**src/rtl/transcription_pkg.sv**
```systemverilog
// Shared definitions for the transcription chain.
// Holds the FFT geometry, the MIDI note range, the bin-edge table, the note
// tracker state encoding and a guarded table lookup helper.
// NOTE_EDGES[i] is the first FFT bin that belongs to MIDI note NOTE_LO+i.
// NOTE_EDGES[NUM_NOTES] is the first bin above the tracked range.
package transcription_pkg;

  localparam int FS           = 44100;
  localparam int FFT_N        = 4096;
  localparam int NOTE_LO      = 60;
  localparam int NUM_NOTES    = 37;
  localparam int SEARCH_ITERS = 6;
  localparam int EDGE_W       = 8;

  localparam logic [6:0] NOTE_SILENCE = 7'd0;

  // Bin i starts note NOTE_LO+i: ceil(f(note-0.5) * FFT_N / FS).
  localparam logic [EDGE_W-1:0] NOTE_EDGES [0:NUM_NOTES] = '{
    8'd24,  8'd26,  8'd27,  8'd29,  8'd30,  8'd32,  8'd34,  8'd36,
    8'd38,  8'd40,  8'd43,  8'd45,  8'd48,  8'd51,  8'd53,  8'd57,
    8'd60,  8'd64,  8'd67,  8'd71,  8'd75,  8'd80,  8'd85,  8'd90,
    8'd95,  8'd101, 8'd106, 8'd113, 8'd119, 8'd127, 8'd134, 8'd142,
    8'd150, 8'd159, 8'd169, 8'd179, 8'd189, 8'd201
  };

  typedef enum logic [2:0] {
    ST_IDLE     = 3'd0,
    ST_SEARCH   = 3'd1,
    ST_UPDATE   = 3'd2,
    ST_EMIT_OFF = 3'd3,
    ST_EMIT_ON  = 3'd4
  } state_e;

  // Table lookup; out-of-range indices clamp to the upper range edge.
  function automatic logic [EDGE_W-1:0] note_edge(input logic [5:0] idx);
    if (idx > 6'(NUM_NOTES)) begin
      return NOTE_EDGES[NUM_NOTES];
    end else begin
      return NOTE_EDGES[idx];
    end
  endfunction

endpackage

```
**src/rtl/note_edge_search.sv**
```systemverilog
// Iterative binary search over the note bin-edge table.
// Finds the largest i with NOTE_EDGES[i] <= bin, one probe per cycle, always
// taking exactly SEARCH_ITERS cycles after start.
// Ports: clk_in/rst_n_in clock and async active-low reset; start_in latches
// bin_in and restarts the search; done_out is high in the cycle whose clock
// edge performs the last probe; index_out is the result (valid once done_out
// has been seen); in_range_out says whether the latched bin lies inside the
// table range [NOTE_EDGES[0], NOTE_EDGES[NUM_NOTES]).
module note_edge_search
  import transcription_pkg::*;
#(
  parameter int BIN_W = 13
) (
  input  logic             clk_in,
  input  logic             rst_n_in,
  input  logic             start_in,
  input  logic [BIN_W-1:0] bin_in,
  output logic             done_out,
  output logic [5:0]       index_out,
  output logic             in_range_out
);

  localparam int CMP_W = BIN_W + EDGE_W;

  logic [BIN_W-1:0] bin_q, bin_d;
  logic [5:0]       lo_q, lo_d;
  logic [5:0]       hi_q, hi_d;
  logic [2:0]       iter_q, iter_d;
  logic             busy_q, busy_d;
  logic [5:0]       mid_s;
  logic [6:0]       mid_sum_s;

  // Next-state logic: upper-middle probe so the interval always shrinks.
  always_comb begin
    bin_d     = bin_q;
    lo_d      = lo_q;
    hi_d      = hi_q;
    iter_d    = iter_q;
    busy_d    = busy_q;
    mid_sum_s = 7'({1'b0, lo_q} + {1'b0, hi_q} + 7'd1);
    mid_s     = mid_sum_s[6:1];
    if (start_in) begin
      bin_d  = bin_in;
      lo_d   = 6'd0;
      hi_d   = 6'(NUM_NOTES - 1);
      iter_d = 3'd0;
      busy_d = 1'b1;
    end else if (busy_q) begin
      // Once converged the remaining iterations are no-ops; latency stays fixed.
      if (lo_q != hi_q) begin
        if (CMP_W'(note_edge(mid_s)) <= CMP_W'(bin_q)) begin
          lo_d = mid_s;
        end else begin
          hi_d = mid_s - 6'd1;
        end
      end else begin
        lo_d = lo_q;
      end
      iter_d = iter_q + 3'd1;
      if (iter_q == 3'(SEARCH_ITERS - 1)) begin
        busy_d = 1'b0;
      end else begin
        busy_d = 1'b1;
      end
    end else begin
      busy_d = 1'b0;
    end
  end

  // Search state registers.
  always_ff @(posedge clk_in or negedge rst_n_in) begin
    if (!rst_n_in) begin
      bin_q  <= '0;
      lo_q   <= 6'd0;
      hi_q   <= 6'd0;
      iter_q <= 3'd0;
      busy_q <= 1'b0;
    end else begin
      bin_q  <= bin_d;
      lo_q   <= lo_d;
      hi_q   <= hi_d;
      iter_q <= iter_d;
      busy_q <= busy_d;
    end
  end

  assign done_out     = busy_q && (iter_q == 3'(SEARCH_ITERS - 1));
  assign index_out    = lo_q;
  assign in_range_out = (CMP_W'(bin_q) >= CMP_W'(NOTE_EDGES[0])) &&
                        (CMP_W'(bin_q) <  CMP_W'(NOTE_EDGES[NUM_NOTES]));

endmodule

```
**src/rtl/note_tracker.sv**
```systemverilog
// Maps one dominant FFT bin per frame to a MIDI note, debounces it across
// STABLE_FRAMES identical frame results and emits note-off / note-on events
// on a valid/ready handshake.
// Ports: clk_in, rst_n_in (async active-low); peak_bin_in/peak_valid_in frame
// input strobe; note_out/note_on_out/event_valid_out/event_ready_in event
// channel; current_note_out sounding note (0 = silence); overrun_out sticky
// flag for strobes that arrived while the tracker was busy.
module note_tracker
  import transcription_pkg::*;
#(
  parameter int BIN_W         = 13,
  parameter int STABLE_FRAMES = 3
) (
  input  logic             clk_in,
  input  logic             rst_n_in,
  input  logic [BIN_W-1:0] peak_bin_in,
  input  logic             peak_valid_in,
  output logic [6:0]       note_out,
  output logic             note_on_out,
  output logic             event_valid_out,
  input  logic             event_ready_in,
  output logic [6:0]       current_note_out,
  output logic             overrun_out
);

  localparam logic [3:0] STABLE_C = 4'(STABLE_FRAMES);

  state_e     state_q, state_d;
  logic [6:0] pending_q, pending_d;
  logic [3:0] count_q, count_d;
  logic [6:0] current_q, current_d;
  logic [6:0] note_q, note_d;
  logic       note_on_q, note_on_d;
  logic       valid_q, valid_d;
  logic       overrun_q, overrun_d;

  logic       search_start_s;
  logic       search_done_s;
  logic [5:0] index_s;
  logic       in_range_s;
  logic [6:0] cand_s;
  logic [6:0] pending_next_s;
  logic [3:0] count_next_s;
  logic       handshake_s;

  assign search_start_s = (state_q == ST_IDLE) && peak_valid_in;

  note_edge_search #(
    .BIN_W (BIN_W)
  ) u_search (
    .clk_in       (clk_in),
    .rst_n_in     (rst_n_in),
    .start_in     (search_start_s),
    .bin_in       (peak_bin_in),
    .done_out     (search_done_s),
    .index_out    (index_s),
    .in_range_out (in_range_s)
  );

  // Next-state and registered-output logic of the tracking FSM.
  always_comb begin
    state_d     = state_q;
    pending_d   = pending_q;
    count_d     = count_q;
    current_d   = current_q;
    note_d      = note_q;
    note_on_d   = note_on_q;
    valid_d     = valid_q;
    handshake_s = valid_q && event_ready_in;
    overrun_d   = overrun_q | (peak_valid_in && (state_q != ST_IDLE));

    cand_s = in_range_s ? (7'(NOTE_LO) + {1'b0, index_s}) : NOTE_SILENCE;
    // Saturating debounce counter: a held note never re-triggers.
    if (cand_s == pending_q) begin
      pending_next_s = pending_q;
      count_next_s   = (count_q >= STABLE_C) ? STABLE_C : (count_q + 4'd1);
    end else begin
      pending_next_s = cand_s;
      count_next_s   = 4'd1;
    end

    case (state_q)
      ST_IDLE: begin
        if (peak_valid_in) begin
          state_d = ST_SEARCH;
        end else begin
          state_d = ST_IDLE;
        end
      end
      ST_SEARCH: begin
        if (search_done_s) begin
          state_d = ST_UPDATE;
        end else begin
          state_d = ST_SEARCH;
        end
      end
      ST_UPDATE: begin
        pending_d = pending_next_s;
        count_d   = count_next_s;
        if ((count_next_s == STABLE_C) && (pending_next_s != current_q)) begin
          valid_d = 1'b1;
          if (current_q != NOTE_SILENCE) begin
            state_d   = ST_EMIT_OFF;
            note_d    = current_q;
            note_on_d = 1'b0;
          end else begin
            state_d   = ST_EMIT_ON;
            note_d    = pending_next_s;
            note_on_d = 1'b1;
          end
        end else begin
          state_d = ST_IDLE;
        end
      end
      ST_EMIT_OFF: begin
        if (handshake_s) begin
          current_d = pending_q;
          // Going to silence needs no note-on.
          if (pending_q != NOTE_SILENCE) begin
            state_d   = ST_EMIT_ON;
            note_d    = pending_q;
            note_on_d = 1'b1;
          end else begin
            state_d = ST_IDLE;
            valid_d = 1'b0;
          end
        end else begin
          state_d = ST_EMIT_OFF;
        end
      end
      ST_EMIT_ON: begin
        if (handshake_s) begin
          current_d = pending_q;
          valid_d   = 1'b0;
          state_d   = ST_IDLE;
        end else begin
          state_d = ST_EMIT_ON;
        end
      end
      default: begin
        state_d = ST_IDLE;
        valid_d = 1'b0;
      end
    endcase
  end

  // FSM state and output registers.
  always_ff @(posedge clk_in or negedge rst_n_in) begin
    if (!rst_n_in) begin
      state_q   <= ST_IDLE;
      pending_q <= NOTE_SILENCE;
      count_q   <= 4'd0;
      current_q <= NOTE_SILENCE;
      note_q    <= 7'd0;
      note_on_q <= 1'b0;
      valid_q   <= 1'b0;
      overrun_q <= 1'b0;
    end else begin
      state_q   <= state_d;
      pending_q <= pending_d;
      count_q   <= count_d;
      current_q <= current_d;
      note_q    <= note_d;
      note_on_q <= note_on_d;
      valid_q   <= valid_d;
      overrun_q <= overrun_d;
    end
  end

  assign note_out         = note_q;
  assign note_on_out      = note_on_q;
  assign event_valid_out  = valid_q;
  assign current_note_out = current_q;
  assign overrun_out      = overrun_q;

endmodule

```
**config.mk**
```make
export PLATFORM = sky130hd
export DESIGN_NAME = note_tracker
export DESIGN_NICKNAME = d
export VERILOG_FILES = /design/src/rtl/transcription_pkg.sv /design/src/rtl/note_edge_search.sv /design/src/rtl/note_tracker.sv
export SDC_FILE = /design/constraint.sdc
export NUM_CORES = 1
export LEC_CHECK = 0
export BUFFER_PORTS_ARGS = -buffer_cell sky130_fd_sc_hd__buf_4
export CORE_AREA = 3 3 113 115
export DETAILED_ROUTE_END_ITERATION = 8
export DIE_AREA = 0 0 116 118
export REMOVE_ABC_BUFFERS = 1
export SLEW_MARGIN = 15
export SYNTH_ARGS = -nofsm -noshare
export SYNTH_HDL_FRONTEND = slang
export SYNTH_SLANG_ARGS = --single-unit
```
**constraint.sdc**
```tcl
create_clock -name clk_in -period 14.2 [get_ports clk_in]
set_clock_uncertainty 0.05 [all_clocks]
set_input_delay 2.84 -clock clk_in [delete_from_list [all_inputs] [get_ports clk_in]]
set_output_delay 2.84 -clock clk_in [all_outputs]
set_load 0.02 [all_outputs]
```
-- Word level (Yosys, flattened, before mapping)
Memory sizes are Yosys's and may differ from the RTL's.
Index checks and enable logic that the tools add are counted.
- reductions and logical operators: 21
- magnitude comparators: 6
- multiplexer cells: 46
- bitwise logic cells: 3
- eq/ne operators: 15
- add/subtract/negate cells: 6
- operators by type and width (kind ; number):
    6-bit two-way mux ; 8
    8-bit two-way mux ; 6
    7-bit two-way mux ; 6
    3-bit two-way mux ; 7
    3-bit one-hot mux with 5 select lines ; 1
    7-bit one-hot mux with 2 select lines ; 1
    7-bit nonzero test ; 2
    13-bit by 5-bit greater-or-equal comparator with 1-bit output (second input constant) ; 1
    8-bit by 13-bit <= comparator with 1-bit output ; 1
    13-bit by 8-bit < comparator with 1-bit output (second input constant) ; 1
    1-bit two-way mux ; 12
    2-bit inequality test (second input constant) ; 6
    4-bit two-way mux ; 2
    2-bit nonzero test ; 4
    6-bit by 6-bit adder with 7-bit output ; 1
    6-bit by 6-bit adder with 7-bit output (first input constant) ; 1
    7-bit by 1-bit adder with 7-bit output (second input constant) ; 1
    7-bit == test ; 1
    7-bit greater-or-equal comparator (second input constant) ; 1
    7-bit inequality test ; 1
    6-bit inverter with 7-bit output ; 1
    3-bit by 2-bit == test with 1-bit output (second input constant) ; 2
    3-bit == test (second input constant) ; 2
    6-bit greater-than comparator (second input constant) ; 1
    other kinds (20) ; 27
- memory bits (read-only): 512
- output and inout bits: 17
- input bits: 17
- memories kept: 1
- logic and storage cells: 111
- bits in registers: 60
- memories (memory ; words ; bits a word ; read ports ; clocked after Yosys merged registers in ; wr ports ; RTL line ; RTL):
    (no name shown) ; 64 ; 8 ; 1 ; 0 ; 0 ; transcription_pkg.sv:39 ; return NOTE_EDGES[idx];

-- Longest topological paths before layout
- depth in word-level cells: 15
- mapped depth: 22
- depth with buffers taken out: 20

-- By module
From an unflattened synthesis, not the netlist that was laid out.
- cell total of the unflattened synthesis: 452
- area, all modules: 4164.0 um^2
- modules (own cells, without submodules) (module ; seq. area each (um^2) ; cells an instance ; area each (um^2) ; times used):
    note_edge_search ; 725.7 ; 254 ; 2287.2 ; 1
    note_tracker ; 775.7 ; 198 ; 1876.8 ; 1

-- Least setup slack after synthesis
Ideal clock, no wire load.
- path kind: register to register
- start point: reg u_search.lo_q[0], in the netlist u_search.index_out[0]
- end point: reg u_search.hi_q[0]
- setup slack: 9.603 ns
- library setup time: 0.132 ns
- period minus slack after synthesis: 4.597 ns
- arrival: 4.416 ns
- buffers on the path: 1
- cell stages (with the launch flop): 22
- data required time: 14.018 ns
- path through: dfrtp_1 clkbuf_1 inv_1 ha_1 fa_1 xnor2_1 inv_1 ha_1 inv_1 nand4_1 o21ai_0 o21ai_0 a22o_1 ha_1 nor2b_1 o21a_1 o21a_1 o211ai_1 a211oi_1 o21ai_1 mux2i_1 nor2_1
- cells in the longest elaborated chain, start to end: 13
- elaborated cells between the ends (all ways): 21
- those cells by class: add/sub (3); order compare (2); eq/ne (2); mux (10); bitwise (1); reduce/logical (2); memory (1)
- RTL lines (element ; RTL line ; RTL):
    start, declared ; note_edge_search.sv:26 ; logic [5:0] lo_q, lo_d;
    start signal, assigned ; note_edge_search.sv:80 ; lo_q <= lo_d;
    6-bit by 6-bit adder with 7-bit output ; note_edge_search.sv:40 ; mid_sum_s = 7'({1'b0, lo_q} + {1'b0, hi_q} + 7'd1);
    7-bit by 1-bit adder with 7-bit output ; note_edge_search.sv:40 ;
    6-bit inverter with 7-bit output (implied by the code) ; transcription_pkg.sv:39 ;
    memory 64 x 8 bit ; n/a ;
    8-bit two-way mux (implied by the code) (2 in series) ; transcription_pkg.sv:39 ;
    8-bit two-way mux ; transcription_pkg.sv:36 ; if (idx > 6'(NUM_NOTES)) begin
    8-bit two-way mux ; note_edge_search.sv:50 ; if (lo_q != hi_q) begin
    8-bit two-way mux ; note_edge_search.sv:48 ; end else if (busy_q) begin
    8-bit two-way mux ; note_edge_search.sv:42 ; if (start_in) begin
    8-bit by 13-bit <= comparator with 1-bit output ; note_edge_search.sv:51 ; if (CMP_W'(note_edge(mid_s)) <= CMP_W'(bin_q)) begin
    2-bit inequality test (no line) ; n/a ;
    3-bit AND reduction (no line) ; n/a ;
    end signal, assigned ; note_edge_search.sv:81 ; hi_q <= hi_d;
    end, declared ; note_edge_search.sv:27 ; logic [5:0] hi_q, hi_d;
Parallel ways exist; a longest one is shown, timed or not. The select of a mux whose other input is x is not followed.
A chain may end at the register's enable or synchronous reset.

-- Worst setup path in the final report
- start point: reg u_search.lo_q[1], in the netlist u_search.index_out[1]
- end point: reg u_search.hi_q[1]
Same word-level chain as after synthesis.

==> impl_results.md <==
- Initial Util: 34.9%
- Reg-to-Reg End: u_search.hi_q[1]
- Synthesis-to-layout area growth: 17.4%
- Core ar.: 11900 um^2
- Max-Cap Viols: 0
- Largest net degree at the start of global routing: 61
- CP dominant cell by count: o21a_1
- WP data required: 14.34 ns
- Outcome: complete, no violations
- Tcrit/Tclk final: 34.7%
- Hold Path End: overrun_out
- Diode count: 0
- Slowest-stage cell, CP: o21ai_1
- Tightest Pin Transition: 0.782 ns
- Crit-path cells: ha_1 -> nor2b_1 -> o21a_1 -> o21a_1 -> nor2_1 -> buf_4 -> clkinv_1 -> xnor2_1 -> a221o_1 -> o21ai_0 -> o32ai_1 -> ha_1 -> o21a_1 -> o21a_1 -> o211ai_1 -> a211oi_1 -> o21ai_1 -> mux2i_1 -> nor2_1
- Design Area, Final: 4870 um^2
- Die area: 13700 um^2
- Kind of critical path: flop to flop
- Leading area contributor after synthesis: dfrtp_1
- R2R cell count: 19
- Netlist Area Pre-Place: 4150 um^2
- Via count: 3455
- Post-synthesis sequential area ratio: 36.2%
- Critical Path End Type: flop
- Buf/Inv on CP: 2
- CTS tree: built
- Finished Core Util: 40.9%
- Remaining antenna violation count: 0
- Setup TNS: 0 ns
- Hold Path Class: flop to flop
- Synth Instances: 461
- Origin of the critical flop-to-flop path: u_search.index_out[1]
- Hold Crit Start: overrun_out
- Relative slew slack: 47.9%
- Synth Flop Type: dfrtp_1
- Die width: 116 um
- Buffer count from post-CTS setup fixing: 0
- CTS HTree Levels: 3
- Warnings from Yosys: 0
- CTS resizes: 0
- Worst-path clk slew: 0.05 ns
- First-pass GRT wire length: 16300 um
- CTS root buf: clkbuf_16
- Iteration-0 DRC Markers: 195
- Pins over their slew limit: 0
- Layout cells sized above 1: 18.0%
- FF+latch count, synth: 60
- RSZ-0062 raised after global routing: no
- DP Area: 4530 um^2
- Synthesized area per cell: 9.01 um^2
- Drt wl/cell: 15.3 um
- DRC: 0
- Worst Hold Depth: 1
- Worst reg2reg setup slack: 9.27 ns
- Slowest stage delay, CP: 0.60 ns
- Die Span Y: 118 um
- Hpwl dp: 7030 um
- Clk_lat worst skew: 0.33 ns
- Final Hold Viols: 0
- Vias per cell: 5.38
- CP max FO: 23
- EDFF count, synth: 0
- Synth area leaders: dfrtp_1 (36%), ha_1 (7.8%), nand2_1 (5.3%), nor2_1 (4.0%), o21ai_0 (3.4%)
- Num ports: 34
- Nets: 534
- Rows: 40
- Synth unique cells: 71
- Tmin final: 4.93 ns
- Startpoint Class: flop
- Clk sinks: 60
- Hold Worst Slack: 0.422 ns
- Total track usage: 14.7%
- Max Fclk: 203 MHz
- Clock Path Buffers: 2
- Setup violators final: 0
- Vias in the first global route: 3297
- Gr ovfl total: 0
- Post-synth top area share: 36.2%
- Crit path DAT: 5.06 ns
- IO buf count: 33
- Routability Congestion: 0.926
- Cts bufs inserted: 9
- Drt pass-1 iters: 4
- Initial antenna violation count: 0
- Async SR Flop Fraction: 100%
- Top Family by Delay on Critical Path: compound AO/OA/AOI/OAI gates
- DRT Wirelength: 9810 um
- Cts hold-fix bufs: 0
per-layer routing:
layer | track usage [%] | share of wire [%]
met1 | 20.0 | 48
met2 | 22.7 | 46
met3 | 3.50 | 3.8
met4 | 5.22 | 2.0
met5 | 0 | 0
layout by cell type, fill, tap and decap left out, types with 4 or more instances in the layout:
cell / count
ha_1: 26
a211oi_1: 7
o31ai_1: 6
buf_4: 38
clkbuf_16: 9
dfrtp_1: 60
o21a_1: 4
nor2b_1: 8
o211ai_1: 5
xor2_1: 6
xnor2_1: 14
nand4_1: 5
nor3_1: 9
mux2i_1: 13
mux2_2: 7
o21ai_0: 28
nor2_1: 44
o22ai_1: 5
mux2_4: 8
nand3_1: 4
or3_1: 4
inv_1: 26
a21oi_1: 27
nand2_1: 59
cells in the mapped netlist (5+ instances only):
cell type   n
dfrtp_1    60
nand2_1    59
nor2_1     44
o21ai_0    28
a21oi_1    27
ha_1       26
inv_1      26
clkbuf_1   17
xnor2_1    14
mux2i_1    13
nor3_1      9
mux2_4      8
nor2b_1     8
a211oi_1    7
mux2_2      7
o31ai_1     6
xor2_1      6
nand4_1     5
o211ai_1    5
o22ai_1     5
kinds of logic after synthesis:
family,synth area share (%)
muxes,7.93
adders and majority gates,8.32
AOI/OAI and AO/OA,18.2
buffers and inverters,4.58
DFF,36.2
and+or+nand+nor,20.2
xor gates and xnor gates,4.61
cell type report:
type                       count  area (um^2)
clock inverter                 7          115
inverter                      27          101
multi-input combinational    354         2460
sequential                    60         1500
clock buffer                   9          225
fill                        1201         7040
tap                          147          184
timing repair buffer          38          285
registers in the layout (all words and copies together) (netlist names):
name                flops
count_q                 4
u_search.bin_q         13
current_note_out        7
state_q                 3
u_search.busy_q         1
note_on_out             1
overrun_out             1
u_search.iter_q         3
event_valid_out         1
u_search.index_out      6
note_out                7
u_search.hi_q           6
pending_q               7
metrics by stage:
| step | instances | worst slack, ns |
|---|---|---|
| 6_report | 642 | 9.27 |
| 5_1_grt | 642 | 8.91 |
| 4_1_cts | 642 | 9.28 |
| 3_5_place_dp | 626 | 9.29 |
| 3_3_place_gp | 626 | 9.37 |
| 2_1_floorplan | 441 | 9.20 |
worst max path at each step:
stage,from,endpoint,slack (ns),depth (start not counted)
2_1_floorplan,u_search.index_out[1],u_search.hi_q[0],9.20,18
3_3_place_gp,u_search.index_out[1],u_search.hi_q[3],9.37,19
3_5_place_dp,u_search.index_out[1],u_search.hi_q[0],9.29,19
4_1_cts,u_search.index_out[1],u_search.hi_q[1],9.28,19
5_1_grt,u_search.index_out[1],u_search.hi_q[0],8.91,19
6_report,u_search.index_out[1],u_search.hi_q[1],9.27,19
Power is left out: the tool's default activity adds up to more than one toggle a clock period on the data nets, which glitch-free logic cannot reach.
